--- src/rtl/stage_sequencer.sv ---
// stage_sequencer: control sequencer for a five-stage multicycle datapath.
// Fetch/Memory wait on ROM/RAM ready and trap to ERROR after WAIT_TIMEOUT
// consecutive not-ready cycles. NOPs retire straight from DECODE. Halt/run
// control and cycle/instruction performance counters are included.
// Register enables and strobes are a Mealy decode of state plus ready inputs.
module stage_sequencer #(
  parameter int CNT_W        = 16,
  parameter int TO_W         = 4,
  parameter int WAIT_TIMEOUT = 15
) (
  input  logic             Clock,
  input  logic             Reset,
  input  logic             NOP_FLAG,
  input  logic             Mem_Access,
  input  logic             Wb_Write,
  input  logic             ROM_Ready,
  input  logic             Mem_Ready,
  input  logic             Halt_Req,
  input  logic             Run,
  output logic [2:0]       Stage,
  output logic             IR_Enable,
  output logic             PC_Enable,
  output logic             RA_Enable,
  output logic             RB_Enable,
  output logic             RZ_Enable,
  output logic             RM_Enable,
  output logic             RY_Enable,
  output logic             RF_WRITE,
  output logic             ROM1_Read,
  output logic             Instr_Done,
  output logic             Halted,
  output logic             Error,
  output logic [CNT_W-1:0] Cycle_Count,
  output logic [CNT_W-1:0] Instr_Count
);

  localparam logic [2:0] S_FETCH     = 3'd0;
  localparam logic [2:0] S_DECODE    = 3'd1;
  localparam logic [2:0] S_EXECUTE   = 3'd2;
  localparam logic [2:0] S_MEMORY    = 3'd3;
  localparam logic [2:0] S_WRITEBACK = 3'd4;
  localparam logic [2:0] S_HALT      = 3'd5;
  localparam logic [2:0] S_ERROR     = 3'd7;

  localparam logic [TO_W-1:0]  WAIT_ONE  = {{(TO_W-1){1'b0}}, 1'b1};
  localparam logic [TO_W-1:0]  WAIT_LIM  = TO_W'(WAIT_TIMEOUT);
  localparam logic [CNT_W-1:0] CNT_ONE   = {{(CNT_W-1){1'b0}}, 1'b1};

  logic [2:0]      state;
  logic [2:0]      next_state;
  logic [TO_W-1:0] wait_cnt;
  logic [TO_W-1:0] next_wait;
  logic [TO_W-1:0] wait_inc;
  logic            wait_hit;
  logic [2:0]      retire_target;

  logic ir_en, pc_en, ra_en, rb_en, rz_en, rm_en, ry_en, rf_wr;
  logic rom_rd, done, halted_st, error_st;

  // The current not-ready cycle would be the WAIT_TIMEOUT-th in a row.
  assign wait_inc      = wait_cnt + WAIT_ONE;
  assign wait_hit      = (wait_inc == WAIT_LIM);
  assign retire_target = Halt_Req ? S_HALT : S_FETCH;

  // Next-state, wait-counter and output decode from state and ready inputs.
  always_comb begin
    next_state = state;
    next_wait  = wait_cnt;
    ir_en      = 1'b0;
    pc_en      = 1'b0;
    ra_en      = 1'b0;
    rb_en      = 1'b0;
    rz_en      = 1'b0;
    rm_en      = 1'b0;
    ry_en      = 1'b0;
    rf_wr      = 1'b0;
    rom_rd     = 1'b0;
    done       = 1'b0;
    halted_st  = 1'b0;
    error_st   = 1'b0;
    case (state)
      S_FETCH: begin
        rom_rd = 1'b1;
        if (ROM_Ready) begin
          ir_en      = 1'b1;
          pc_en      = 1'b1;
          next_state = S_DECODE;
        end else if (wait_hit) begin
          next_state = S_ERROR;
        end else begin
          next_wait = wait_inc;
        end
      end
      S_DECODE: begin
        ra_en = 1'b1;
        rb_en = 1'b1;
        if (NOP_FLAG) begin
          done       = 1'b1;
          next_state = retire_target;
        end else begin
          next_state = S_EXECUTE;
        end
      end
      S_EXECUTE: begin
        rz_en      = 1'b1;
        next_state = S_MEMORY;
      end
      S_MEMORY: begin
        if (!Mem_Access) begin
          next_state = S_WRITEBACK;
        end else if (Mem_Ready) begin
          rm_en      = 1'b1;
          next_state = S_WRITEBACK;
        end else if (wait_hit) begin
          next_state = S_ERROR;
        end else begin
          next_wait = wait_inc;
        end
      end
      S_WRITEBACK: begin
        ry_en      = 1'b1;
        rf_wr      = Wb_Write;
        done       = 1'b1;
        next_state = retire_target;
      end
      S_HALT: begin
        halted_st = 1'b1;
        if (Run) begin
          next_state = S_FETCH;
        end else begin
          next_state = S_HALT;
        end
      end
      S_ERROR: begin
        error_st   = 1'b1;
        next_state = S_ERROR;
      end
      default: begin
        // Unused encoding: treat as a fault and trap.
        error_st   = 1'b1;
        next_state = S_ERROR;
      end
    endcase
    // Any stage change (including every ready cycle) restarts the wait count.
    if (next_state != state) begin
      next_wait = '0;
    end else begin
      next_wait = next_wait;
    end
  end

  // State, wait counter and performance counters; Reset overrides everything.
  always_ff @(posedge Clock) begin
    if (Reset) begin
      state       <= S_FETCH;
      wait_cnt    <= '0;
      Cycle_Count <= '0;
      Instr_Count <= '0;
    end else begin
      state    <= next_state;
      wait_cnt <= next_wait;
      if (state <= S_WRITEBACK) begin
        Cycle_Count <= Cycle_Count + CNT_ONE;
      end
      if (done) begin
        Instr_Count <= Instr_Count + CNT_ONE;
      end
    end
  end

  assign Stage      = state;
  assign IR_Enable  = ir_en     & ~Reset;
  assign PC_Enable  = pc_en     & ~Reset;
  assign RA_Enable  = ra_en     & ~Reset;
  assign RB_Enable  = rb_en     & ~Reset;
  assign RZ_Enable  = rz_en     & ~Reset;
  assign RM_Enable  = rm_en     & ~Reset;
  assign RY_Enable  = ry_en     & ~Reset;
  assign RF_WRITE   = rf_wr     & ~Reset;
  assign ROM1_Read  = rom_rd    & ~Reset;
  assign Instr_Done = done      & ~Reset;
  assign Halted     = halted_st & ~Reset;
  assign Error      = error_st  & ~Reset;

endmodule

--- config.mk ---
export PLATFORM = sky130hd
export DESIGN_NAME = stage_sequencer
export DESIGN_NICKNAME = d
export VERILOG_FILES = /design/src/rtl/stage_sequencer.sv
export SDC_FILE = /design/constraint.sdc
export NUM_CORES = 1
export LEC_CHECK = 0
export CORE_ASPECT_RATIO = 0.6
export CORE_MARGIN = 1.5
export CORE_UTILIZATION = 50
export DETAILED_ROUTE_END_ITERATION = 7
export DONT_BUFFER_PORTS = 1
export PLACE_DENSITY = 0.68
export SYNTH_ARGS = -nofsm -noshare
export SYNTH_HDL_FRONTEND = slang
export SYNTH_SLANG_ARGS = --single-unit
--- constraint.sdc ---
create_clock -name Clock -period 1.55 [get_ports Clock]
set_input_delay 0.31 -clock Clock [delete_from_list [all_inputs] [get_ports Clock]]
set_output_delay 0.31 -clock Clock [all_outputs]
set_load 0.05 [all_outputs]
==> metrics.txt <==
status=complete, but fails checks; violated checks=setup timing; Site Rows=18; signed area change from the synthesized netlist to the final layout=58.2%; Min Clock Period, post-route=1.76 ns; clock-pin slew on the worst setup and hold paths=around 0.080 ns; overall die area=around 0.0047 mm^2; H-tree depth=2; post-synthesis instance total=roughly 250; hold wc startpoint=Reset; Detail Route Antenna Nets=0; Clock Sinks=39; num ports=56; Synth Net Count=around 260; Worst Setup End Kind=primary output; critical path launch point=Stage[1]$_SDFF_PP0_; commonest cells after routing, fill and taps aside=sky130_fd_sc_hd__buf_4, sky130_fd_sc_hd__nor2_1, sky130_fd_sc_hd__dfxtp_1, sky130_fd_sc_hd__nand2_1, sky130_fd_sc_hd__buf_6; number of storage elements in the synthesis netlist=39; setup TNS=-2.54 ns; total standard cell area after synthesis=approximately 0.0021 mm^2; peak per-stage delay on the critical path=0.38 ns; Hold Fails Final Rpt=0; startpoint of the most critical register-to-register path=Stage[0]$_SDFF_PP0_; power density of the placed cells=between 700 and 800 mW/mm^2; Final Worst Setup Slack=-0.212 ns; CTS Buffer Depth=2; Crit Path Class=flop to primary output; met1 usage in global routing=between 30% and 40%; pre-CTS setup slack=-0.153 ns; worst hold slack=~0.071 ns; Remaining Overflow, GRT=0; number of maximum-capacitance violations=0; Max Clock Skew=between 0.006 and 0.007 ns; layer carrying the most global-route usage=met2; number of detailed-route iterations in the first pass=4; flop-to-flop setup slack=-0.20 ns; number of design-rule violations left by the first detailed-router iteration=between 200 and 250; most frequent standard cell in the layout excluding fill and tap cells=sky130_fd_sc_hd__buf_4; final cycle utilization of the critical path=114%; static power due to leakage=between 1 and 1.5 nW; vias in the first global route=between 1500 and 2000; unique cell type count in the Yosys netlist=51; worst-skew pair later-pin latency=0.30 ns; wire length of the first global-routing pass=approximately 8300 um; WP data required=approximately 1.2 ns; sequential share of the synthesized area=between 30% and 40%; number of clock buffers inserted by TritonCTS=5; via density per instance=5.38; floorplan core area=a little over 0.004 mm^2; startpoint type of the worst setup path=flop; RSZ-0062 raised after global routing=true; overall die height=53.6 um; IR drop worst, VDD=slightly above 0.5 mV; Final Slew Violations=0; cell chain of the critical path=buf_6 -> nor4_4 -> and2_4; average instance area after synthesis=~8.6 um^2; routed via count=~2100; Slew HR=63.6%; Pwr Total=2.55 mW; class of the worst hold path=input port to flop; pin count of the biggest net entering global routing=45; ant diodes=0; data arrival time at the worst-slack endpoint=around 1.5 ns; HPWL Detailed=approximately 3800 um; grt met3 use=under 10%; transition time at the pin with the least slew margin=between 0.5 and 0.6 ns; cell type of the slowest stage on the worst timing path=sky130_fd_sc_hd__dfxtp_4; final wirelength=just over 6000 um; Final setup violation count=26; root buf cell=sky130_fd_sc_hd__clkbuf_8; total DRC errors in the routed layout=0; starting utilization of the core area=52.0%; Port Buffers=0; total global-route track usage=about a quarter; Non-Filler Instances=slightly below 400; TritonCTS clock tree=done; placer congestion estimate=roughly 0.87; final routed wire length divided by cell count=between 15 and 20 um; number of warning messages in the yosys log=0; global-route met2 utilization=between 30% and 40%; fraction of layout cells with a size suffix above 1=50.5%; Die X=just under 90 um; Placed Instances=364; total number of nets in the final design=343; number of buffers inserted by hold repair at cts=0; initial antenna violation count=0; maximum achievable frequency=0.568 GHz; critical-path maximum fanout=6
[kinds of logic after synthesis]
kind of cell	after synthesis	synth area share, %
buffers and inverters	22	5.22
AO/OA/AOI/OAI	36	14.8
adder cells (fa/ha/maj)	4	2.35
XOR/XNOR	28	11.5
multiplexers	4	1.88
AND/OR/NAND/NOR	115	27.7
flip-flops	39	36.6
[power breakdown]
part / internal, mW / switching (mW) / total, mW
sequential: 1.04 / 0.0442 / 1.08
combinational: 0.358 / 0.447 / 0.805
clock: 0.316 / 0.353 / 0.668
[metal layers]
metal | wire length, um | vias up
li1 | - | 1025
met1 | 2660 | 976
met2 | 2830 | 88
met3 | 502 | 14
met4 | 97 | 0
met5 | 0 | -
[Yosys cell counts (all sizes together)]
cell type  count  share of area [%]
a2111oi        1                1.3
a211o          1               0.41
a211oi         3                1.3
a21boi         1               0.35
a21o           1               0.35
a21oi         10                2.9
a221oi         1               0.70
a22o           1               0.41
a2bb2oi        1               0.41
a311oi         1               0.41
a41oi          1               0.41
and2           5                1.5
and3           5                1.5
and3b          2               0.82
and4           1               0.41
buf            7                2.6
clkbuf         6                1.1
dfxtp         39                 37
ha             4                2.3
inv            9                1.6
mux2i          4                1.9
nand2         17                3.0
nand2b         5                1.5
nand3         11                2.6
nand3b         3                1.1
nand4          6                1.8
nand4b         1               0.41
nor2          33                5.8
nor2b          2               0.59
nor3          12                2.8
nor3b          1               0.35
nor4           3               0.88
nor4b          1               0.41
o2111ai        1               0.41
o21ai          8                2.4
o21ba          2               0.94
o311ai         2               0.82
o41ai          1                1.3
or2            1               0.29
or3            5                1.7
or3b           1               0.41
xnor2         14                5.7
xor2          14                5.7
[cell type report]
cell class | count | area, um^2
multi-input combinational | 187 | 1550
sequential | 39 | 830
timing repair buffer | 88 | 801
fill | 237 | 723
clock buffer | 7 | 76.3
tap | 60 | 75.1
inverter | 9 | 36.3
clock inverter | 1 | 5.00
[path summary, 6_finish.rpt]
path	cells after the start	endpoint
max	3	PC_Enable
min reg2reg	2	Cycle_Count[1]$_SDFFE_PP0P_
min	1	Instr_Count[5]$_SDFFE_PP0P_
max reg2reg	6	wait_cnt[1]$_SDFFE_PP0P_
[worst max-delay path, delay by kind of cell, from the launching register on]
family,cells,cell delay [ns]
buffers and inverters,1,0.13
DFF,1,0.38
and+or+nand+nor,2,0.65
[state kept, by name, summed over array words and instances, names as in the netlist]
register     count
wait_cnt         4
Stage            3
Instr_Count     16
Cycle_Count     16
[timing repair]
action                                  CTS  global route
cloned                                    0             0
hold endpoints to repair                  0             0
resized for setup                        26            34
pin swaps                                13            24
endpoints found under the setup margin   29            36
setup buffers                            11             8
[metrics by stage]
| stage | util, % | area [um^2] |
|---|---|---|
| 2_1_floorplan | - | 2380 |
| 3_3_place_gp | 70.5 | 2890 |
| 3_5_place_dp | 70.5 | 2890 |
| 4_1_cts | 77.0 | 3150 |
| 5_1_grt | 82.4 | 3380 |
| 6_report | 82.4 | 3380 |
No activity file was read; power rests on OpenSTA's default activity.
